===== config.mk =====
export PLATFORM = sky130hd
export DESIGN_NAME = control_unit
export DESIGN_NICKNAME = d
export VERILOG_FILES = /design/src/rtl/control_unit.sv
export SDC_FILE = /design/constraint.sdc
export NUM_CORES = 1
export LEC_CHECK = 0
export CORE_MARGIN = 3
export CORE_UTILIZATION = 25
export CTS_CLUSTER_SIZE = 40
export DETAILED_ROUTE_END_ITERATION = 16
export PLACE_DENSITY_LB_ADDON = 0.12
export SLEW_MARGIN = 10
export SYNTH_ARGS = -nofsm -noshare
export SYNTH_HDL_FRONTEND = slang
export SYNTH_SLANG_ARGS = --single-unit
export TNS_END_PERCENT = 100

===== constraint.sdc =====
create_clock -name clk -period 1.1 [get_ports clk]
set_input_delay 0.22 -clock clk [delete_from_list [all_inputs] [get_ports clk]]
set_output_delay 0.22 -clock clk [all_outputs]
set_load 0.02 [all_outputs]

===== src/rtl/control_unit.sv =====
// control_unit: Moore sequencer for S = ((A*X)+B)*X + C on the shared operative datapath.
// Latency: start sampled in IDLE -> done high 6 cycles later (LOAD_X, 4 ALU steps, DONE).
// Backpressure: none; start is ignored while busy. Build option OVERFLOW_ABORT_EN aborts to ERROR on ALU overflow.
module control_unit (
    input  logic       clk,
    input  logic       rst,
    input  logic       start,
    input  logic       zero,
    input  logic       overflow,
    output logic       LX,
    output logic       LS,
    output logic       LH,
    output logic       H,
    output logic [1:0] M0,
    output logic [1:0] M1,
    output logic [1:0] M2,
    output logic       busy,
    output logic       done,
    output logic       err,
    output logic       zero_flag,
    output logic       ovf_flag
);

    typedef enum logic [2:0] {
        IDLE   = 3'd0,
        LOAD_X = 3'd1,
        MUL_A  = 3'd2,
        ADD_B  = 3'd3,
        MUL_X  = 3'd4,
        ADD_C  = 3'd5,
        DONE   = 3'd6,
        ERROR  = 3'd7
    } state_t;

    state_t state;
    state_t state_next;

    // The four states in which the ALU result is written into Reg_S.
    logic alu_state;
    // Overflow that diverts the sequence to ERROR (never, unless the abort policy is built in).
    logic abort;

    assign alu_state = (state == MUL_A) || (state == ADD_B) ||
                       (state == MUL_X) || (state == ADD_C);

`ifdef OVERFLOW_ABORT_EN
    assign abort = overflow;
`else
    assign abort = 1'b0;
`endif

    // State register; synchronous active-low reset returns to IDLE from anywhere.
    always_ff @(posedge clk) begin
        if (!rst) begin
            state <= IDLE;
        end else begin
            state <= state_next;
        end
    end

    // Next-state: a fixed walk through the ALU steps, with an optional overflow exit to ERROR.
    always_comb begin
        state_next = state;
        case (state)
            IDLE:    state_next = start ? LOAD_X : IDLE;
            LOAD_X:  state_next = MUL_A;
            MUL_A:   state_next = abort ? ERROR : ADD_B;
            ADD_B:   state_next = abort ? ERROR : MUL_X;
            MUL_X:   state_next = abort ? ERROR : ADD_C;
            ADD_C:   state_next = abort ? ERROR : DONE;
            DONE:    state_next = IDLE;
            ERROR:   state_next = IDLE;
            default: state_next = IDLE;
        endcase
    end

    // Output decode from the registered state only; every output defaults to 0.
    always_comb begin
        LX   = 1'b0;
        LS   = 1'b0;
        LH   = 1'b0;
        H    = 1'b0;
        M0   = 2'b00;
        M1   = 2'b00;
        M2   = 2'b00;
        busy = (state != IDLE);
        done = 1'b0;
        err  = 1'b0;
        case (state)
            LOAD_X: begin
                LX = 1'b1;
            end
            MUL_A: begin
                // S = A * X
                M0 = 2'b01;
                H  = 1'b1;
                LS = 1'b1;
            end
            ADD_B: begin
                // S = S + B
                M0 = 2'b10;
                M2 = 2'b10;
                LS = 1'b1;
            end
            MUL_X: begin
                // S = S * X
                M1 = 2'b01;
                M2 = 2'b10;
                H  = 1'b1;
                LS = 1'b1;
            end
            ADD_C: begin
                // S = S + C
                M0 = 2'b11;
                M2 = 2'b10;
                LS = 1'b1;
            end
            DONE: begin
                done = 1'b1;
            end
            ERROR: begin
`ifdef OVERFLOW_ABORT_EN
                err = 1'b1;
`endif
            end
            default: begin
            end
        endcase
    end

    // Sticky status: ovf_flag spans one evaluation, zero_flag samples the final Reg_S.
    always_ff @(posedge clk) begin
        if (!rst) begin
            zero_flag <= 1'b0;
            ovf_flag  <= 1'b0;
        end else begin
            if ((state == IDLE) && start) begin
                ovf_flag <= 1'b0;
            end else if (alu_state && overflow) begin
                ovf_flag <= 1'b1;
            end
            if (state == DONE) begin
                zero_flag <= zero;
            end
        end
    end

endmodule


==> impl_metrics.py, run 1 <==
metrics = {
    "cts": {
        "ctsHoldBuffers": 0,
        "ctsRootBufferMaster": "clkbuf_4",
        "htree_levels": 1,
        "cts.clk_slew.worst_paths_ns": 0.05,
        "clk_path_buf_depth": 2,
        "cts_sinks": 5,
        "cts_buffers": 3,
        "clk_latency_ns": 0.24,
        "tritoncts": "built",
    },
    "yosys": {
        "synthXorXnorAreaFrac": 0.0827,
        "synth-seq-cells": 5,
        "synthArstFlopShare": 0,
        "synth_top_flop_cell": "dfxtp_1",
        "synth-seq-area-share": 0.301,
        "synth_top_cell_area_share": 0.301,
        "synth_cells": 36,
        "yosys_warnings": 0,
        "yosysTopAreaCell": "dfxtp_1",
        "yosys.cell_types.count": 20,
        "synth_edf_count": 0,
        "synthMuxAreaShare": 0.0301,
        "synth_commonest_cells": "buf_4, dfxtp_1, nor2_1",
        "synthAdderAreaFrac": 0,
        "avgSynthCellArea_um2": 9.24,
        "synth-simple-area-share": 0.199,
        "synth_top_family_by_area": "simple AND/OR/NAND/NOR gates",
        "syn_area_um2": 333,
        "synth.area.top_cells": "dfxtp_1, buf_4, xor2_4, nor3_1, nor2_1",
        "synth_compound_area_frac": 0.195,
    },
    "global_route": {
        "track_usage": 0.127,
        "overflow": 0,
        "grt_pass1_wl_um": 1690,
        "grt_pass1_vias": 394,
        "antenna_found_initial": 0,
        "grt_start_max_net_pins": 6,
    },
    "timing": {
        "setup-tns-final_ns": -1.91,
        "hold_viol": 0,
        "period_minus_slack_ns": 1.33,
        "setup_violations": 11,
        "drv_slew": 0,
        "rsz0062_at_grt": "yes",
        "layout_setup_ws_ns": -0.235,
        "whs_ns": 0.488,
        "fmax_ghz": 0.749,
        "finalClockSkew_ns": 0.00392,
        "fin_crit_sh": 1.21,
    },
    "power_and_ir_drop": {
        "internal-power_mw": 0.509,
        "swShare": 0.330,
        "p_seq_frac": 0.270,
        "clockPowerShare": 0.286,
        "ir_drop_mv": 0.481,
        "combPwrFrac": 0.444,
        "leakage_nw": 0.334,
        "switchingPower_mw": 0.250,
        "powerDensity_nw_per_um2": 1050,
    },
    "die": {
        "core_um2": 1170,
        "die_y_um": 42.5,
        "ioPinCount": 20,
        "std_cell_rows": 12,
        "die-area_um2": 1800,
        "die_w_um": 42.5,
        "start_util": 0.284,
    },
    "place": {
        "numPortBuffers": 15,
        "postPlaceCellArea_um2": 583,
        "dp_hpwl_um": 701,
        "dp_cells": 76,
        "gp_congestion": 0.701,
    },
    "status": {
        "violations": "negative setup slack",
        "status": "finished with violations",
    },
    "flow_run": {
        "cap_violations": 0,
    },
    "cells_and_area": {
        "antenna_cells": 0,
        "design_area_um2": 723,
        "stdcell_count": 85,
        "layout-drive-gt1-share": 0.746,
        "area_growth_pct": 117,
        "final_nets": 77,
    },
    "routing": {
        "drt_iter0_drc": 0,
        "viasPerCell": 4.35,
        "ant_nets": 0,
        "drc": 0,
        "first_pass_iters": 1,
        "wl_um": 962,
        "vias": 370,
        "wl_per_cell_um": 11.3,
    },
    "min_path": {
        "holdCritPathClass": "reg -> reg",
        "hold_start": "zero_flag",
        "hold_end": "zero_flag",
        "hold_depth": 2,
    },
    "setup_path": {
        "critPathMaxFanout": 5,
        "startpoint_type": "register",
        "arrival_ns": 1.11,
        "timing_worst_setup_path_type": "reg -> out",
        "required_ns": 0.88,
        "worst_setup_path_end_kind": "output port",
        "r2r-end": "ovf_flag",
        "crit_path_start": "state[2]",
        "reg2reg_depth": 6,
        "reg2reg_slack_ns": -0.09,
        "regToRegStartpoint": "state[1]",
    },
}
-- sequential cells by signal (all words and copies together) (netlist names) --
signal / cells
ovf_flag: 1
state: 3
zero_flag: 1
-- power groups by stage --
stage                     clock network [mW]  logic [mW]  registers (mW)
final                                  0.217       0.337           0.205
after global routing                   0.238       0.362           0.207
after floorplan                            0       0.144           0.205
after CTS                              0.226       0.307           0.206
after global placement                     0       0.259           0.206
after detailed placement                   0       0.264           0.207
-- logic make-up (layout without fill, tap and decap cells) --
family	count (synthesis)	count (layout)
AO/OA/AOI/OAI	8	8
XOR/XNOR	1	1
other	1	4
AND/OR/NAND/NOR	11	11
buffers and inverters	9	41
flip-flops	5	5
multiplexers	1	1
-- worst max-delay path by stage --
stage,end,slack [ns],cells past startpoint
2_1_floorplan,H,-0.08,3
3_5_place_dp,M0[1],-0.52,3
4_1_cts,M0[0],-0.26,4
5_1_grt,M0[0],-0.27,4
6_report,M0[0],-0.23,4
3_3_place_gp,busy,-0.48,4
-- cells in the final DEF (no fill, tap or decap), types with 3 or more instances in the layout --
cell type	netlist	layout
clkdlybuf4s50_1	0	4
buf_4	5	17
buf_6	1	11
conb_1	1	4
clkbuf_4	0	3
-- cell type report --
| type | instances | area (um2) |
|---|---|---|
| fill | 111 | 448 |
| timing repair buffer | 34 | 308 |
| multi-input combinational | 25 | 251 |
| sequential | 5 | 109 |
| clock buffer | 4 | 26.3 |
| tap | 14 | 17.5 |
| inverter | 3 | 11.3 |
-- worst max-delay path: stages, from the launching register on --
cell	delay (ns)
dfxtp_4	0.37
nand2b_4	0.17
nor2_4	0.05
a21o_1	0.16
buf_6	0.13
-- stage by stage --
step / total power, mW / setup slack, ns / utilization
after floorplan: 0.350 / -0.0761 / -
after global placement: 0.464 / -0.476 / 0.498
after detailed placement: 0.471 / -0.517 / 0.498
after CTS: 0.739 / -0.257 / 0.585
after global routing: 0.807 / -0.271 / 0.618
final: 0.759 / -0.235 / 0.618
-- what timing repair did --
item / in CTS / in global routing
gates resized for setup: 74 / 6
setup buffers: 2 / 3
setup endpoints to repair: 14 / 13
pin swaps: 4 / 4
-- routing by layer --
layer / vias up / routed length (um) / part of all wire / track usage
met5: - / 0 / 0 / 0
met4: 0 / 13 / 0.014 / 0.0932
met3: 2 / 68 / 0.071 / 0.00429
met2: 19 / 541 / 0.56 / 0.243
met1: 168 / 339 / 0.35 / 0.125
li1: 181 / - / - / -
(Power assumes the default switching activity.)
==> run 2, diff against run 1 <==
Settings changed: SKIP_CTS_REPAIR_TIMING from default to 1.
==> run 2 against run 1 <==
The run still ends with negative setup slack left. Largest power group unchanged. Non-clock buffer count is 2 lower. Die area is the same. Flip-flop and latch count unchanged. Critical path type unchanged. Clock-buffer cell count unchanged. Sequential power barely moved.
==> impl_metrics.py, run 2 (synthesized netlist as in run 1, its figures left out) <==
metrics = {
    "routing": {
        "ant_nets": 0,
        "wl_um": 969,
        "vias": 352,
        "drc": 0,
        "wl_per_cell_um": 11.7,
        "drt_iter0_drc": 0,
        "viasPerCell": 4.24,
        "first_pass_iters": 1,
    },
    "cts": {
        "tritoncts": "built",
        "clk_latency_ns": 0.24,
        "ctsRootBufferMaster": "clkbuf_4",
        "cts.clk_slew.worst_paths_ns": 0.05,
        "clk_path_buf_depth": 2,
        "cts_buffers": 3,
        "htree_levels": 1,
        "cts_sinks": 5,
    },
    "cells_and_area": {
        "antenna_cells": 0,
        "final_cell_mix": "buf_6, buf_4, conb_1, clkdlybuf4s50_1, clkbuf_4",
        "final_nets": 75,
        "seq_area_um2": 109,
        "regMostFlops": "state",
        "reg_top3": "state: 3 flops, ovf_flag: 1 flops, zero_flag: 1 flops",
        "design_area_um2": 721,
        "layout-drive-gt1-share": 0.681,
        "area_growth_pct": 117,
        "fillers": 121,
        "stdcell_count": 83,
        "largest_reg_flops": 3,
        "utilization": 0.615,
        "multiInputGateArea_um2": 241,
    },
    "die": {
        "ioPinCount": 20,
        "start_util": 0.284,
        "std_cell_rows": 12,
        "die_y_um": 42.5,
        "core_um2": 1170,
        "die_w_um": 42.5,
        "die-area_um2": 1800,
    },
    "setup_path": {
        "timing_worst_setup_path_type": "reg -> out",
        "arrival_ns": 1.12,
        "critPathMaxFanout": 5,
        "worst_setup_path_end_kind": "output port",
        "required_ns": 0.88,
        "startpoint_type": "register",
    },
    "timing": {
        "period_minus_slack_ns": 1.34,
        "layout_setup_ws_ns": -0.237,
        "setup_violations": 11,
        "whs_ns": 0.482,
        "fin_crit_sh": 1.22,
        "setup-tns-final_ns": -1.88,
        "fmax_ghz": 0.748,
        "rsz0062_at_grt": "yes",
        "finalClockSkew_ns": 0.00345,
        "drv_slew": 0,
        "hold_viol": 0,
    },
    "place": {
        "postPlaceCellArea_um2": 583,
        "numPortBuffers": 15,
        "dp_hpwl_um": 701,
        "dp_cells": 76,
        "dp_slack_ns": -0.517,
        "gp_congestion": 0.701,
    },
    "global_route": {
        "grt_pass1_wl_um": 1490,
        "overflow": 0,
        "grt_pass1_vias": 366,
        "antenna_found_initial": 0,
        "grt_start_max_net_pins": 6,
        "track_usage": 0.111,
    },
    "min_path": {
        "holdCritPathClass": "reg -> reg",
    },
    "power_and_ir_drop": {
        "ir_drop_mv": 0.488,
        "power_mw": 0.747,
        "leakage_nw": 0.363,
        "powerDensity_nw_per_um2": 1040,
    },
    "status": {
        "violations": "negative setup slack",
        "status": "finished with violations",
    },
    "flow_run": {
        "cap_violations": 0,
    },
}
==> run 2: cell type report <==
type / instances / share of cell area
tap: 14 / 0.0243
multi-input combinational: 25 / 0.335
clock buffer: 4 / 0.0365
inverter: 3 / 0.0156
sequential: 5 / 0.151
timing repair buffer: 32 / 0.437
==> run 2: worst paths after layout <==
kind,start,endpoint,slack [ns],cells past startpoint
setup / recovery,state[2],M0[0],-0.24,4
hold / removal,zero_flag,zero_flag,0.48,2
setup reg to reg,state[2],ovf_flag,-0.07,6
hold reg to reg,zero_flag,zero_flag,0.48,2
==> run 2: power breakdown <==
part           switching, mW  leakage, nW  internal [mW]
clock network         0.0773       0.0150          0.137
registers             0.0147       0.0425          0.192
logic                  0.150        0.306          0.175
==> run 2: worst max-delay path: stages (launching register included) <==
cell	delay, ns
dfxtp_4	0.37
nand2b_4	0.16
nor2_2	0.04
a21o_1	0.14
buf_4	0.15
==> run 2: metal layers <==
metal	share of wire	global-route usage	up-vias	wire [um]
li1	-	-	180	-
met1	0.36	0.127	155	344
met2	0.56	0.182	17	547
met3	0.078	0.00858	0	76
met4	0	0.0932	0	0
met5	0	0	-	0
==> run 3, diff against run 2 <==
Clock period 1.1 ns to 1.61 ns, I/O delays scaled along.
==> run 3 against run 2 <==
The run now ends clean. Via count down 14%. Sequential share of layout area up 3.0 points. Hold slack worse by 0.016 ns. Utilization fell by 13 points. Global-route usage is 2.8 points lower. Power decreased by 42%. Flip-flop and latch count unchanged. Clock-buffer cell count stayed put. Combinational power decreased by 54%. First-iteration DRC count up 7. Cell area shrank 20%. Die area stayed put. Critical path type unchanged. Critical endpoint is now busy. Largest cell class unchanged. Highest routed layer is now met4.
==> impl_metrics.py, run 3 (synthesized netlist as in run 1, its figures left out) <==
metrics = {
    "setup_path": {
        "worst_setup_path_end_kind": "output port",
        "arrival_ns": 1.20,
        "critPathMaxStageDelay_ns": 0.34,
        "reg2reg_slack_ns": 0.49,
        "critPathMaxFanout": 6,
        "reg2reg_depth": 5,
        "path_depth": 4,
        "required_ns": 1.29,
        "cp_top_family": "buffers and inverters",
        "startpoint_type": "register",
        "crit_slowest_cell": "dfxtp_2",
        "path_buf_inv": 3,
        "timing_worst_setup_path_type": "reg -> out",
        "cp_cell_sequence": "buf_4, nor3_2, inv_1, dlymetal6s2s_1",
    },
    "routing": {
        "drc": 0,
        "drt_iter0_drc": 7,
        "wl_um": 688,
        "first_pass_iters": 2,
        "vias": 304,
        "viasPerCell": 4.05,
        "wl_per_cell_um": 9.17,
        "ant_nets": 0,
    },
    "die": {
        "die-area_um2": 1800,
        "core_um2": 1170,
        "die_w_um": 42.5,
        "ioPinCount": 20,
        "std_cell_rows": 12,
        "die_y_um": 42.5,
        "start_util": 0.284,
    },
    "cells_and_area": {
        "utilization": 0.489,
        "regMostFlops": "state",
        "reg_top3": "state: 3 flops, ovf_flag: 1 flops, zero_flag: 1 flops",
        "layout-drive-gt1-share": 0.393,
        "final_cell_mix": "buf_4, dlymetal6s2s_1, clkdlybuf4s50_1",
        "final_nets": 67,
        "antenna_cells": 0,
        "largest_reg_flops": 3,
        "area_growth_pct": 72.2,
        "final_common_cell": "buf_4",
    },
    "min_path": {
        "hold_depth": 1,
        "holdCritPathClass": "reg -> reg",
    },
    "place": {
        "numPortBuffers": 15,
        "dp_hpwl_um": 558,
        "gp_congestion": 0.732,
    },
    "timing": {
        "drv_slew": 0,
        "setup_violations": 0,
        "fin_crit_sh": 0.945,
        "finalClockSkew_ns": 0.00116,
        "setup-tns-final_ns": 0,
        "rsz0062_at_grt": "no",
        "period_minus_slack_ns": 1.52,
        "hold_viol": 0,
        "whs_ns": 0.466,
        "fmax_ghz": 0.658,
    },
    "cts": {
        "cts_buffers": 3,
        "clk_path_buf_depth": 2,
        "tritoncts": "built",
        "clk_latency_ns": 0.24,
        "ctsRootBufferMaster": "clkbuf_4",
        "cts.clk_slew.worst_paths_ns": 0.04,
        "htree_levels": 1,
        "cts_sinks": 5,
    },
    "power_and_ir_drop": {
        "power_mw": 0.437,
        "ir_drop_mv": 0.415,
        "leakage_nw": 0.367,
        "powerDensity_nw_per_um2": 762,
    },
    "global_route": {
        "grt_pass1_vias": 264,
        "grt_pass1_wl_um": 1130,
        "overflow": 0,
        "grt_start_max_net_pins": 7,
        "antenna_found_initial": 0,
        "track_usage": 0.0828,
    },
    "flow_run": {
        "cap_violations": 0,
    },
    "status": {
        "status": "finished, final reports clean",
    },
}
[run 3: changes by cell type in the layout (fill, tap and decap cells not counted), moves of 2 or more]
| cell | delta |
|---|---|
| a21oi_1 | +2 |
| buf_4 | -3 |
| buf_6 | -12 |
| clkbuf_2 | +2 |
| clkdlybuf4s50_1 | +2 |
| dfxtp_2 | +2 |
| dfxtp_4 | -2 |
| dlymetal6s2s_1 | +5 |
| nor2_1 | +3 |
| nor2_2 | -2 |
| nor3_4 | -2 |
[run 3: area by class of cell]
class | instances | area [um2]
Tap cell | 14 | 17.5
Sequential cell | 5 | 104
Multi-Input combinational cell | 25 | 189
Timing Repair Buffer | 24 | 225
Inverter | 3 | 11.3
Clock buffer | 4 | 26.3
Fill cell | 116 | 598
[run 3: power breakdown]
| part | total (mW) | leakage [nW] | switching [mW] | internal (mW) |
|---|---|---|---|---|
| clock | 0.143 | 0.0150 | 0.0499 | 0.0936 |
| sequential | 0.143 | 0.0419 | 0.0100 | 0.133 |
| combinational | 0.151 | 0.310 | 0.0756 | 0.0749 |
[run 3: worst paths after layout]
check / endpoint / start
worst max-delay path: busy / state[2]
worst min register to register: state[0] / state[0]
worst max register to register: ovf_flag / state[1]
worst min-delay path: state[0] / state[0]
[run 3: metrics by stage]
stage,instances,setup slack [ns],cell area [um2]
4_1_cts,75,-0.369,557
3_3_place_gp,71,-0.0752,531
6_report,75,0.0892,573
2_1_floorplan,39,0.265,344
5_1_grt,75,0.00315,573
3_5_place_dp,71,-0.103,531
[run 3: routing by layer]
metal	share of wire	track usage	up-vias
li1	-	-	159
met3	0.10	0.0429	3
met2	0.44	0.112	14
met4	0.012	0.0559	0
met5	0	0	-
met1	0.44	0.0987	128
